<file path="config.mk">
export PLATFORM = sky130hd
export DESIGN_NAME = bus_arbiter_rr
export DESIGN_NICKNAME = d
export VERILOG_FILES = /design/src/rtl/bus_arbiter_rr.sv
export SDC_FILE = /design/constraint.sdc
export NUM_CORES = 1
export LEC_CHECK = 0
export ABC_AREA = 1
export BUFFER_PORTS_ARGS = -buffer_cell sky130_fd_sc_hd__buf_2
export CAP_MARGIN = 20
export CORE_ASPECT_RATIO = 1.75
export CORE_MARGIN = 10
export CORE_UTILIZATION = 39
export DETAILED_ROUTE_END_ITERATION = 6
export GPL_TIMING_DRIVEN = 0
export PLACE_DENSITY_LB_ADDON = 0.12
export SYNTH_ARGS = -nofsm -noshare
export SYNTH_HDL_FRONTEND = slang
export SYNTH_SLANG_ARGS = --single-unit
</file>
<file path="constraint.sdc">
create_clock -name i_clk -period 2.3 [get_ports i_clk]
set_clock_uncertainty 0.05 [all_clocks]
set_input_delay 0.345 -clock i_clk [delete_from_list [all_inputs] [get_ports i_clk]]
set_output_delay 0.345 -clock i_clk [all_outputs]
set_load 0.02 [all_outputs]
</file>
<file path="src/rtl/bus_arbiter_rr.sv">
// Round-robin arbiter sharing one memory-controller port among N_REQ BUS masters.
// Optional grant lock for read-modify-write sequences: define BUS_ARBITER_LOCK_EN.
module bus_arbiter_rr #(
    parameter int unsigned N_REQ    = 2,
    parameter int unsigned XLEN     = 32,
    parameter int unsigned LOCK_MAX = 16
) (
    input  logic                      i_clk,
    input  logic                      i_rst,
    input  logic [N_REQ-1:0]          i_bus_en,
    input  logic [N_REQ-1:0]          i_wr_en,
    input  logic [N_REQ*XLEN-1:0]     i_wr_data,
    input  logic [N_REQ*XLEN-1:0]     i_addr,
    input  logic [N_REQ*4-1:0]        i_byte_en,
    input  logic [N_REQ-1:0]          i_atomic,
    input  logic [N_REQ*7-1:0]        i_operation,
`ifdef BUS_ARBITER_LOCK_EN
    input  logic [N_REQ-1:0]          i_lock,
`endif
    output logic [N_REQ-1:0]          o_ack,
    output logic [XLEN-1:0]           o_rd_data,
    output logic                      o_bus_en,
    output logic                      o_wr_en,
    output logic [XLEN-1:0]           o_wr_data,
    output logic [XLEN-1:0]           o_addr,
    output logic [3:0]                o_byte_en,
    output logic                      o_atomic,
    output logic [6:0]                o_operation,
    output logic [$clog2(N_REQ)-1:0]  o_id,
    input  logic                      i_ack,
    input  logic [XLEN-1:0]           i_rd_data
);

    localparam int unsigned IdW = $clog2(N_REQ);

`ifdef BUS_ARBITER_LOCK_EN
    localparam int unsigned CntW = $clog2(LOCK_MAX + 1);
    typedef enum logic [1:0] {StIdle, StBusy, StLocked} state_e;
    logic [CntW-1:0] lock_cnt_q, lock_cnt_d;
`else
    typedef enum logic [0:0] {StIdle, StBusy} state_e;
`endif

    state_e state_q, state_d;

    logic [IdW-1:0]  last_q, last_d;
    logic [IdW-1:0]  id_q, id_d;
    logic            wr_en_q, wr_en_d;
    logic [XLEN-1:0] wr_data_q, wr_data_d;
    logic [XLEN-1:0] addr_q, addr_d;
    logic [3:0]      byte_en_q, byte_en_d;
    logic            atomic_q, atomic_d;
    logic [6:0]      operation_q, operation_d;

    logic            grant_valid;
    logic [IdW-1:0]  grant_idx;
    logic [IdW-1:0]  sel;
    logic            latch;

    // Scan last+1, last+2, ... modulo N_REQ; first requester found wins.
    always_comb begin
        int unsigned    cand;
        logic [IdW-1:0] cand_id;
        grant_valid = 1'b0;
        grant_idx   = '0;
        for (int unsigned off = 1; off <= N_REQ; off++) begin
            cand    = (32'(last_q) + off) % N_REQ;
            cand_id = IdW'(cand);
            if (!grant_valid && i_bus_en[cand_id]) begin
                grant_valid = 1'b1;
                grant_idx   = cand_id;
            end
        end
    end

    always_comb begin
        state_d = state_q;
        last_d  = last_q;
        latch   = 1'b0;
        sel     = grant_idx;
`ifdef BUS_ARBITER_LOCK_EN
        lock_cnt_d = lock_cnt_q;
`endif
        case (state_q)
            StIdle: begin
                if (grant_valid) begin
                    latch   = 1'b1;
                    state_d = StBusy;
                end
            end
            StBusy: begin
                if (i_ack) begin
                    last_d  = id_q;
                    state_d = StIdle;
`ifdef BUS_ARBITER_LOCK_EN
                    if (i_lock[id_q]) begin
                        state_d    = StLocked;
                        lock_cnt_d = '0;
                    end
`endif
                end
            end
`ifdef BUS_ARBITER_LOCK_EN
            StLocked: begin
                // Only the lock owner is considered; no arbitration.
                if (i_bus_en[id_q]) begin
                    sel     = id_q;
                    latch   = 1'b1;
                    state_d = StBusy;
                end else if (!i_lock[id_q] || lock_cnt_q == CntW'(LOCK_MAX - 1)) begin
                    state_d = StIdle;
                end else begin
                    lock_cnt_d = lock_cnt_q + 1'b1;
                end
            end
`endif
            default: state_d = StIdle;
        endcase
    end

    always_comb begin
        id_d        = id_q;
        wr_en_d     = wr_en_q;
        wr_data_d   = wr_data_q;
        addr_d      = addr_q;
        byte_en_d   = byte_en_q;
        atomic_d    = atomic_q;
        operation_d = operation_q;
        if (latch) begin
            id_d        = sel;
            wr_en_d     = i_wr_en[sel];
            wr_data_d   = i_wr_data[32'(sel) * XLEN +: XLEN];
            addr_d      = i_addr[32'(sel) * XLEN +: XLEN];
            byte_en_d   = i_byte_en[32'(sel) * 4 +: 4];
            atomic_d    = i_atomic[sel];
            operation_d = i_operation[32'(sel) * 7 +: 7];
        end
    end

    always_ff @(posedge i_clk or posedge i_rst) begin
        if (i_rst) begin
            state_q     <= StIdle;
            last_q      <= IdW'(N_REQ - 1);
            id_q        <= '0;
            wr_en_q     <= 1'b0;
            wr_data_q   <= '0;
            addr_q      <= '0;
            byte_en_q   <= '0;
            atomic_q    <= 1'b0;
            operation_q <= '0;
`ifdef BUS_ARBITER_LOCK_EN
            lock_cnt_q  <= '0;
`endif
        end else begin
            state_q     <= state_d;
            last_q      <= last_d;
            id_q        <= id_d;
            wr_en_q     <= wr_en_d;
            wr_data_q   <= wr_data_d;
            addr_q      <= addr_d;
            byte_en_q   <= byte_en_d;
            atomic_q    <= atomic_d;
            operation_q <= operation_d;
`ifdef BUS_ARBITER_LOCK_EN
            lock_cnt_q  <= lock_cnt_d;
`endif
        end
    end

    always_comb begin
        o_ack = '0;
        if (i_ack && state_q == StBusy) begin
            o_ack[id_q] = 1'b1;
        end
    end

    assign o_rd_data   = i_rd_data;
    assign o_bus_en    = (state_q == StBusy);
    assign o_wr_en     = wr_en_q;
    assign o_wr_data   = wr_data_q;
    assign o_addr      = addr_q;
    assign o_byte_en   = byte_en_q;
    assign o_atomic    = atomic_q;
    assign o_operation = operation_q;
    assign o_id        = id_q;

endmodule

</file>
==> impl_metrics.ini, run 1 <==
[outcome]
outcome = complete, no violations

[cells_and_area]
seqCellArea_sq_mm = 0.002003
drive_gt1_frac = 0.3591
n_fill_cell = 1260
final_cells = 1162
antenna_cells = 0
final_nets = 1183
layout_common_cells = buf_2 (294), nand2_1 (235), inv_1 (156), nand3_1 (154), dfrtp_1 (79)
fin_area_sq_mm = 0.006695
multi_input_area_sq_mm = 0.001708
fin_util = 0.5578
syn2layout_area_growth_pct = 40.59
final_common_cell = buf_2

[worst_hold_path]
min_path_cells = 2
min_path_type = in -> reg

[route]
vias = 5127
wl_um = 16890
ant_nets = 0
drtIter0Drc = 161
wl_per_cell_um = 14.53
vias_per_cell = 4.412
first_pass_iters = 6
drc = 0

[logic_synthesis]
yosysUniqueCellTypes = 16
postSynthAreaPerCell_sq_um = 6.726
synth_seq_area_share = 0.4207
yosys_register_bits = 80
synth_cells = 708
synth_nets = 899
ys_warn_count = 0
syn_area_sq_mm = 0.004762

[setup_path]
worst_path_max_delay_cell = dfstp_2
worst-path-buf-inv = 2
worst-setup-path-type = reg -> reg
path_cells = nand2_1, nand2_2, buf_4, buf_6, nand2_1, nand3_1, nand2_1
path_common_cell = nand2_1
crit_path_end_kind = flop
worstPathRequired_ps = 2480
critPathMaxStageDelay_ps = 530
arrival_ps = 1820
critPathTopFamily = simple AND/OR/NAND/NOR gates
cp-start-kind = flop
rr_worst_depth = 7
r2r_slack_ps = 650
cp_max_fo = 10
cp.depth = 7

[floorplanning]
core-area_sq_mm = 0.01200
fp.dieArea_sq_mm = 0.01720
die_w_um = 103.5
die_h_um = 166.2
start_util = 0.3967
io_pins = 304
rows = 53

[sta]
fin_crit_ps = 1645
max_freq_mhz = 607.8
finalCritPeriodShare = 0.7153
drv_slew = 0
setup_tns_ps = 0
worst_slew_pin_slew_ps = 465.0
slew_headroom = 0.6900
setup_viol = 0
hold_viol_final = 0
rsz0062_at_grt = false
whs_ps = 162.1

[placed_design]
place_inst = 1145
dp_hpwl_um = 13610
routabilityCongestion = 0.8137
dpl-instance-area_sq_mm = 0.006364
portBuffers = 270

[grt]
antenna_found_initial = 0
grt_pass1_vias = 5112
grt-ovfl-total = 0
grt_pass1_wl_um = 26970
grt_max_degree = 39
grt.total_usage = 0.1924

[power_and_ir_drop]
ir_drop_uv = 441.7
powerDensity_mw_per_mm2 = 1045
leakagePower_uw = 0.004364

[clocking]
insertion_delay_ps = 340
clkTransAtPathRegs_ps = 60
cts_buffers = 9
cts_buffer_depth = 2
cts_max_level = 3
tritoncts_num_sinks = 80
cts-root-buf = clkbuf_16
cts_tree = done
post_cts_buffers = 0

[flow_run]
max_cap_viol_count = 0
worst reg2reg max path, stage by stage (launching register included):
cell and delay (ps):
dfstp_2 530, nand2_1 190, nand2_2 190, buf_4 220, buf_6 170, nand2_1 60, nand3_1 80, nand2_1 50
kinds of logic after synthesis:
family / after synthesis / share of synthesized area
DFF: 80 / 0.4207
buffers and inverters: 230 / 0.2207
AOI/OAI and AO/OA: 4 / 0.004992
and+or+nand+nor: 394 / 0.3537
through the flow:
stage / power, uW / setup WS (ps)
2_1_floorplan: 4262 / 941.7
3_3_place_gp: 5475 / 327.4
3_5_place_dp: 5517 / 616.9
4_1_cts: 7099 / 606.4
5_1_grt: 7483 / 535.0
6_report: 6996 / 654.7
timing repair:
| item | CTS | global route |
|---|---|---|
| hold buffers | 1 | 0 |
| gates resized for setup | 0 | 0 |
| endpoints found under the hold margin | 15 | 0 |
sequential cells by signal, summed over array words and instances, names as in the netlist:
register	cells
last_q	1
o_addr	32
o_atomic	1
o_bus_en	1
o_byte_en	4
o_id	1
o_operation	7
o_wr_data	32
o_wr_en	1
layout make-up:
type | instances | share of cell area
Buffer | 73 | 0.06896
Clock buffer | 10 | 0.03569
Tap cell | 165 | 0.03084
Clock inverter | 6 | 0.01233
Multi-Input combinational cell | 398 | 0.2551
Sequential cell | 80 | 0.2992
Inverter | 157 | 0.08858
Timing Repair Buffer | 273 | 0.2093
per-layer routing:
layer  share of wire  vias up  routed length [um]  track usage
li1                -     2634                   -            -
met1            0.39     2289                6553       0.2084
met2            0.52      187                8844       0.3477
met3           0.076       17                1284      0.06177
met4           0.012        0                 204      0.05179
met5               0        -                   0            0
Yosys cell counts:
cell type  instances  area (sq um)
nand2_1          235         882.1
inv_1            157         589.3
nand3_1          154         770.7
dfrtp_1           79          1977
buf_4             38         285.3
buf_2             24         120.1
clkbuf_1           8         30.03
o21ai_0            3         15.01
buf_6              2         22.52
nor2_1             2         7.510
buf_1              1         3.750
dfstp_2            1         26.28
nand2_2            1         6.260
nor2_2             1         6.260
nor2_4             1         11.26
o21ai_2            1         8.760
power by group:
group	internal (uW)	switching (uW)	total [uW]
clock	974	578	1550
combinational	1050	2090	3140
sequential	2010	300	2310
final timing paths:
| path | startpoint | end |
|---|---|---|
| max | last_q$_DFFE_PP1P_ | o_addr[1]$_DFFE_PP0P_ |
| max reg2reg | last_q$_DFFE_PP1P_ | o_addr[1]$_DFFE_PP0P_ |
| max in group asynchronous | i_rst | last_q$_DFFE_PP1P_ |
| min | i_ack | o_bus_en$_DFF_PP0_ |
| min reg2reg | o_addr[25]$_DFFE_PP0P_ | o_addr[25]$_DFFE_PP0P_ |
| min in group asynchronous | i_rst | o_addr[25]$_DFFE_PP0P_ |
Power figures use the tool's default switching activity.
==> run 2, diff against run 1 <==
==> constraint.sdc (replaced) <==
create_clock -name i_clk -period 1.4 [get_ports i_clk]
set_clock_uncertainty 0.05 [all_clocks]
set_input_delay 0.21 -clock i_clk [delete_from_list [all_inputs] [get_ports i_clk]]
set_output_delay 0.21 -clock i_clk [all_outputs]
set_load 0.02 [all_outputs]
==> run 2 against run 1 <==
  * Flip-flop and latch count unchanged
  * Sequential share of layout area down 1.2 points
  * Core utilization up 2.3 points
  * Non-clock buffer count up 7
  * Die area unchanged
  * Critical path depth unchanged
  * Worst hold slack worse by 120 ps
  * Critical endpoint is now o_operation[5]$_DFFE_PP0P_
  * Highest routed layer unchanged
==> impl_metrics.ini, run 2 (same netlist as run 1, synthesis figures left out) <==
[clocking]
tritoncts_num_sinks = 80
clkTransAtPathRegs_ps = 60
cts_buffers = 9
cts-root-buf = clkbuf_16
cts_max_level = 3
cts_buffer_depth = 2
cts_tree = done
insertion_delay_ps = 330

[sta]
fin_crit_ps = 1367
finalCritPeriodShare = 0.9766
whs_ps = 41.60
worst_slew_pin_slew_ps = 452.4
slew_headroom = 0.6984
setup_tns_ps = 0
setup_viol = 0
hold_viol_final = 0
max_freq_mhz = 731.4
rsz0062_at_grt = true
drv_slew = 0

[power_and_ir_drop]
powerDensity_mw_per_mm2 = 1687
ir_drop_uv = 789.7
leakagePower_uw = 0.004479
total_power_uw = 11760

[setup_path]
cp-start-kind = flop
r2r-start = last_q$_DFFE_PP1P_
r2r_slack_ps = 30
crit_path_start = last_q$_DFFE_PP1P_
worst-setup-path-type = reg -> reg
arrival_ps = 1540
cp_max_fo = 8
worstPathRequired_ps = 1580
crit_path_end_kind = flop

[placed_design]
portBuffers = 270
routabilityCongestion = 0.8137
dpl-instance-area_sq_mm = 0.006364
dp_hpwl_um = 13610

[cells_and_area]
layout_common_cells = buf_2 (281), nand2_1 (226), inv_1 (156), nand3_1 (143), dfrtp_1 (78)
final_nets = 1190
n_fill_cell = 1230
syn2layout_area_growth_pct = 46.37
final_common_cell = buf_2
antenna_cells = 0
fin_area_sq_mm = 0.006970
drive_gt1_frac = 0.3894

[route]
drc = 0
vias = 5148
ant_nets = 0
first_pass_iters = 5
wl_per_cell_um = 14.59
wl_um = 17060
drtIter0Drc = 159
vias_per_cell = 4.404

[grt]
grt_max_degree = 39
antenna_found_initial = 0
grt-ovfl-total = 0
grt_pass1_wl_um = 27010
grt.total_usage = 0.1925
grt_pass1_vias = 5135

[floorplanning]
die_h_um = 166.2
fp.dieArea_sq_mm = 0.01720
io_pins = 304
start_util = 0.3967
rows = 53
core-area_sq_mm = 0.01200
die_w_um = 103.5

[flow_run]
max_cap_viol_count = 0

[worst_hold_path]
min-delay-start = i_ack
min_path_type = in -> reg

[outcome]
outcome = complete, no violations
run 2: timing repair:
action / 4_1_cts / 5_1_grt
gates cloned: 0 / 2
setup endpoints to repair: 81 / 69
pin swaps: 1 / 9
gates resized for setup: 14 / 46
hold buffers: 1 / 0
hold endpoints to repair: 15 / 0
buffers inserted: 6 / 0
run 2: critical path, stage by stage (launching register included):
cell	delay (ps)
dfstp_2	550
nand2_4	90
nand2_4	110
buf_12	150
clkbuf_16	150
nand2_1	50
nand3_1	60
nand2_1	50
run 2: worst paths after layout:
kind                                              end  depth (start not counted)
max                        o_operation[5]$_DFFE_PP0P_                          7
min                                o_bus_en$_DFF_PP0_                          2
max reg2reg                o_operation[5]$_DFFE_PP0P_                          7
min reg2reg                 o_wr_data[27]$_DFFE_PP0P_                          2
max in group asynchronous          last_q$_DFFE_PP1P_                          4
min in group asynchronous      o_addr[25]$_DFFE_PP0P_                          3
run 2: layout make-up:
| type | instances | area (sq um) | share of cell area |
|---|---|---|---|
| buffer | 72 | 528.0 | 0.07575 |
| clock buffer | 10 | 239.0 | 0.03428 |
| clock inverter | 6 | 82.58 | 0.01185 |
| inverter | 157 | 593.1 | 0.08508 |
| multi-input combinational | 398 | 1800 | 0.2583 |
| sequential | 80 | 2004 | 0.2876 |
| tap | 165 | 206.4 | 0.02962 |
| timing repair buffer | 281 | 1516 | 0.2176 |
run 2: where the power goes:
part	internal (uW)	total (uW)	switching, uW
combinational	1920	5430	3510
clock	1600	2530	933
sequential	3300	3800	504
run 2: per-stage QoR:
step                setup slack, ps  cells  utilization
finish                        32.74   1169       0.5807
global placement             -437.6   1143       0.5268
global route                 -30.55   1169       0.5807
CTS                          -8.949   1167       0.5648
detailed placement           -283.1   1145       0.5302
floorplan                     94.95    708            -
run 2: routing by layer:
layer  wire [um]  track usage  part of all wire
met3        1275      0.06099             0.075
met5           0            0                 0
met2        9029       0.3483              0.53
met4         170      0.04994             0.010
met1        6582       0.2096              0.39
==> run 3, diff against run 2 <==
--- a/config.mk
+++ b/config.mk
@@ -5,12 +5,11 @@
 export SDC_FILE = /design/constraint.sdc
 export NUM_CORES = 1
 export LEC_CHECK = 0
-export ABC_AREA = 1
 export BUFFER_PORTS_ARGS = -buffer_cell sky130_fd_sc_hd__buf_2
 export CAP_MARGIN = 20
 export CORE_ASPECT_RATIO = 1.75
 export CORE_MARGIN = 10
-export CORE_UTILIZATION = 39
+export CORE_UTILIZATION = 36
 export DETAILED_ROUTE_END_ITERATION = 6
 export GPL_TIMING_DRIVEN = 0
 export PLACE_DENSITY_LB_ADDON = 0.12
==> run 3 against run 2 <==
  * Clock power fell by 2%
  * Critical endpoint is now o_addr[0]$_DFFE_PP0P_
  * Clock-buffer cell count did not move
  * Critical path type unchanged
  * Highest routed layer unchanged
  * Register-to-register slack got worse by 90 ps
  * The run now ends with setup timing left
  * Sequential power fell by 16%
==> impl_metrics.ini, run 3 <==
[floorplanning]
die_h_um = 156.9
rows = 50
fp.dieArea_sq_mm = 0.01541
die_w_um = 98.23
core-area_sq_mm = 0.01057
io_pins = 304
start_util = 0.3646

[grt]
grt_pass1_vias = 4548
grtUsageMet3 = 0.08692
use_met2 = 0.3404
grt-ovfl-total = 0
grt_max_degree = 42
grt_pass1_wl_um = 23760
grt.met1_usage = 0.1859
busiest_layer = met2
antenna_found_initial = 3
grt.total_usage = 0.1933

[placed_design]
dp_hpwl_um = 12870
portBuffers = 271
routabilityCongestion = 0.8333

[cells_and_area]
multi_input_area_sq_mm = 0.001481
drive_gt1_frac = 0.5040
syn2layout_area_growth_pct = 55.34
n_fill_cell = 1034
final_nets = 946
seqCellArea_sq_mm = 0.002003
final_common_cell = buf_2
layout_common_cells = buf_2 (274), nand2_1 (139), dfrtp_1 (79), nor2_1 (78), a31oi_1 (75)

[clocking]
insertion_delay_ps = 330
cts_buffers = 9
cts_buffer_depth = 2
hold_buffers = 0
cts_max_level = 3
clkTransAtPathRegs_ps = 60
tritoncts_num_sinks = 80
cts_tree = done
cts-root-buf = clkbuf_16

[setup_path]
critPathTopFamily = flip-flops
path_cells = a21bo_1, buf_6, buf_12, clkbuf_16, nand2_1, a31oi_1
worst_path_max_delay_cell = dfstp_2
r2r_slack_ps = -60
cp-start-kind = flop
cp_max_fo = 6
r2r-start = last_q$_DFFE_PP1P_
rr_worst_depth = 6
arrival_ps = 1670
critPathMaxStageDelay_ps = 570
r2r-end = o_addr[0]$_DFFE_PP0P_
crit_path_end_kind = flop
worst-setup-path-type = reg -> reg
cp.depth = 6
worst-path-buf-inv = 3
crit_path_start = last_q$_DFFE_PP1P_
critPathCapture = o_addr[0]$_DFFE_PP0P_
worstPathRequired_ps = 1600

[route]
wl_per_cell_um = 17.98
wl_um = 16020
drtIter0Drc = 115
vias_per_cell = 4.872
ant_nets = 0
first_pass_iters = 4
drc = 0
vias = 4341

[outcome]
outcome = complete, but fails checks
failed_checks = setup timing

[flow_run]
max_cap_viol_count = 0

[logic_synthesis]
syn_area_sq_mm = 0.003855
synthArstFlopShare = 1.000
netlist_top_cells_count = nand2_1 (155), dfrtp_1 (79), nor2_1 (79)
ys_warn_count = 0
synth_nets = 656
synth_cells = 465
synthTopCellsByArea = dfrtp_1 (51%), nand2_1 (15%), a31oi_1 (12%), nor2_1 (7.7%), buf_4 (7.4%)
synthFlopType = dfrtp_1
synth.most_common_cell = nand2_1
postSynthAreaPerCell_sq_um = 8.290
synth_top_cell_by_area = dfrtp_1
yosys_register_bits = 80
synth_seq_area_share = 0.5196
yosysUniqueCellTypes = 16
synth_largest_type_area_fraction = 0.5128
synth_edf_count = 0

[sta]
whs_ps = 1.105
setup_viol = 29
slew_headroom = 0.4096
max_freq_mhz = 684.3
worst_slew_pin_slew_ps = 883.8
drv_slew = 0
rsz0062_at_grt = true
fin_crit_ps = 1461
hold_viol_final = 0
finalCritPeriodShare = 1.044
setup_ws_ps = -61.36

[power_and_ir_drop]
leakagePower_uw = 0.003103
ir_drop_uv = 730.7
total_power_uw = 8904
powerDensity_mw_per_mm2 = 1487

[worst_hold_path]
min_path_type = in -> async
-- run 3: cell types whose count changed in the layout (fill, tap and decap cells not counted), moves of 6 or more --
cell | before | now
nand3_1 | 143 | 0
buf_2 | 281 | 274
nand2_2 | 8 | 16
nor2_1 | 0 | 78
buf_4 | 43 | 53
inv_1 | 156 | 1
nand3_2 | 11 | 0
clkbuf_1 | 6 | 0
a31oi_1 | 0 | 75
nand2_1 | 226 | 139
-- run 3: area by class of cell --
| cell class | instances | area share |
|---|---|---|
| Sequential cell | 80 | 0.3345 |
| Clock inverter | 4 | 0.01170 |
| Timing Repair Buffer | 279 | 0.2472 |
| Multi-Input combinational cell | 317 | 0.2474 |
| Clock buffer | 10 | 0.03991 |
| Buffer | 66 | 0.08901 |
| Tap cell | 130 | 0.02716 |
| Inverter | 2 | 0.001880 |
| Antenna cell | 3 | 0.001254 |
-- run 3: what timing repair did --
item | 4_1_cts | 5_1_grt
setup buffers | 3 | 2
endpoints found under the setup margin | 80 | 80
pin swaps | 3 | 34
gates resized for setup | 27 | 34
cloned | 0 | 2
-- run 3: power breakdown --
part	switching [uW]	internal, uW	total (uW)	leakage (uW)
combinational	2000	1260	3250	0.00206
clock	888	1580	2470	0.000154
sequential	293	2890	3180	0.000890
total	3180	5730	8900	0.00310
-- run 3: routing by layer --
| metal | up-vias | routed length (um) |
|---|---|---|
| met2 | 231 | 8459 |
| li1 | 2086 | - |
| met3 | 38 | 1599 |
| met1 | 1986 | 5359 |
| met5 | - | 0 |
| met4 | 0 | 599 |
-- run 3: logic make-up (layout without fill, tap and decap cells) --
kind of cell	count (synthesis)	after routing	share of synthesized area
buffers and inverters	68	361	0.1136
AOI/OAI and AO/OA	83	83	0.1389
and+or+nand+nor	234	234	0.2278
DFF	80	80	0.5196
other	0	3	0
-- run 3: worst min-delay path by stage --
stage                                       endpoint  cells after the start
after floorplan            o_wr_data[27]$_DFFE_PP0P_                      2
after global placement     o_wr_data[12]$_DFFE_PP0P_                      3
after detailed placement    o_wr_data[6]$_DFFE_PP0P_                      2
after CTS                   o_wr_data[6]$_DFFE_PP0P_                      2
after global routing       o_wr_data[24]$_DFFE_PP0P_                      2
final                     o_operation[6]$_DFFE_PP0P_                      2
-- run 3: stage by stage --
stage | instance area (sq um) | TNS, ps | util | setup slack (ps) | cells
CTS | 5811 | -1369 | 0.5496 | -52.08 | 884
global route | 5988 | -5402 | 0.5664 | -118.9 | 891
floorplan | 3860 | 0 | - | 48.91 | 465
finish | 5988 | -740.3 | 0.5664 | -61.36 | 891
detailed placement | 5399 | -11060 | 0.5107 | -197.7 | 867
global placement | 5379 | -38280 | 0.5088 | -386.5 | 866
-- run 3: worst register-to-register path: stages, from the launching register on --
cell and delay, ps:
dfstp_2 570, a21bo_1 130, buf_6 130, buf_12 140, clkbuf_16 150, nand2_1 60
a31oi_1 150
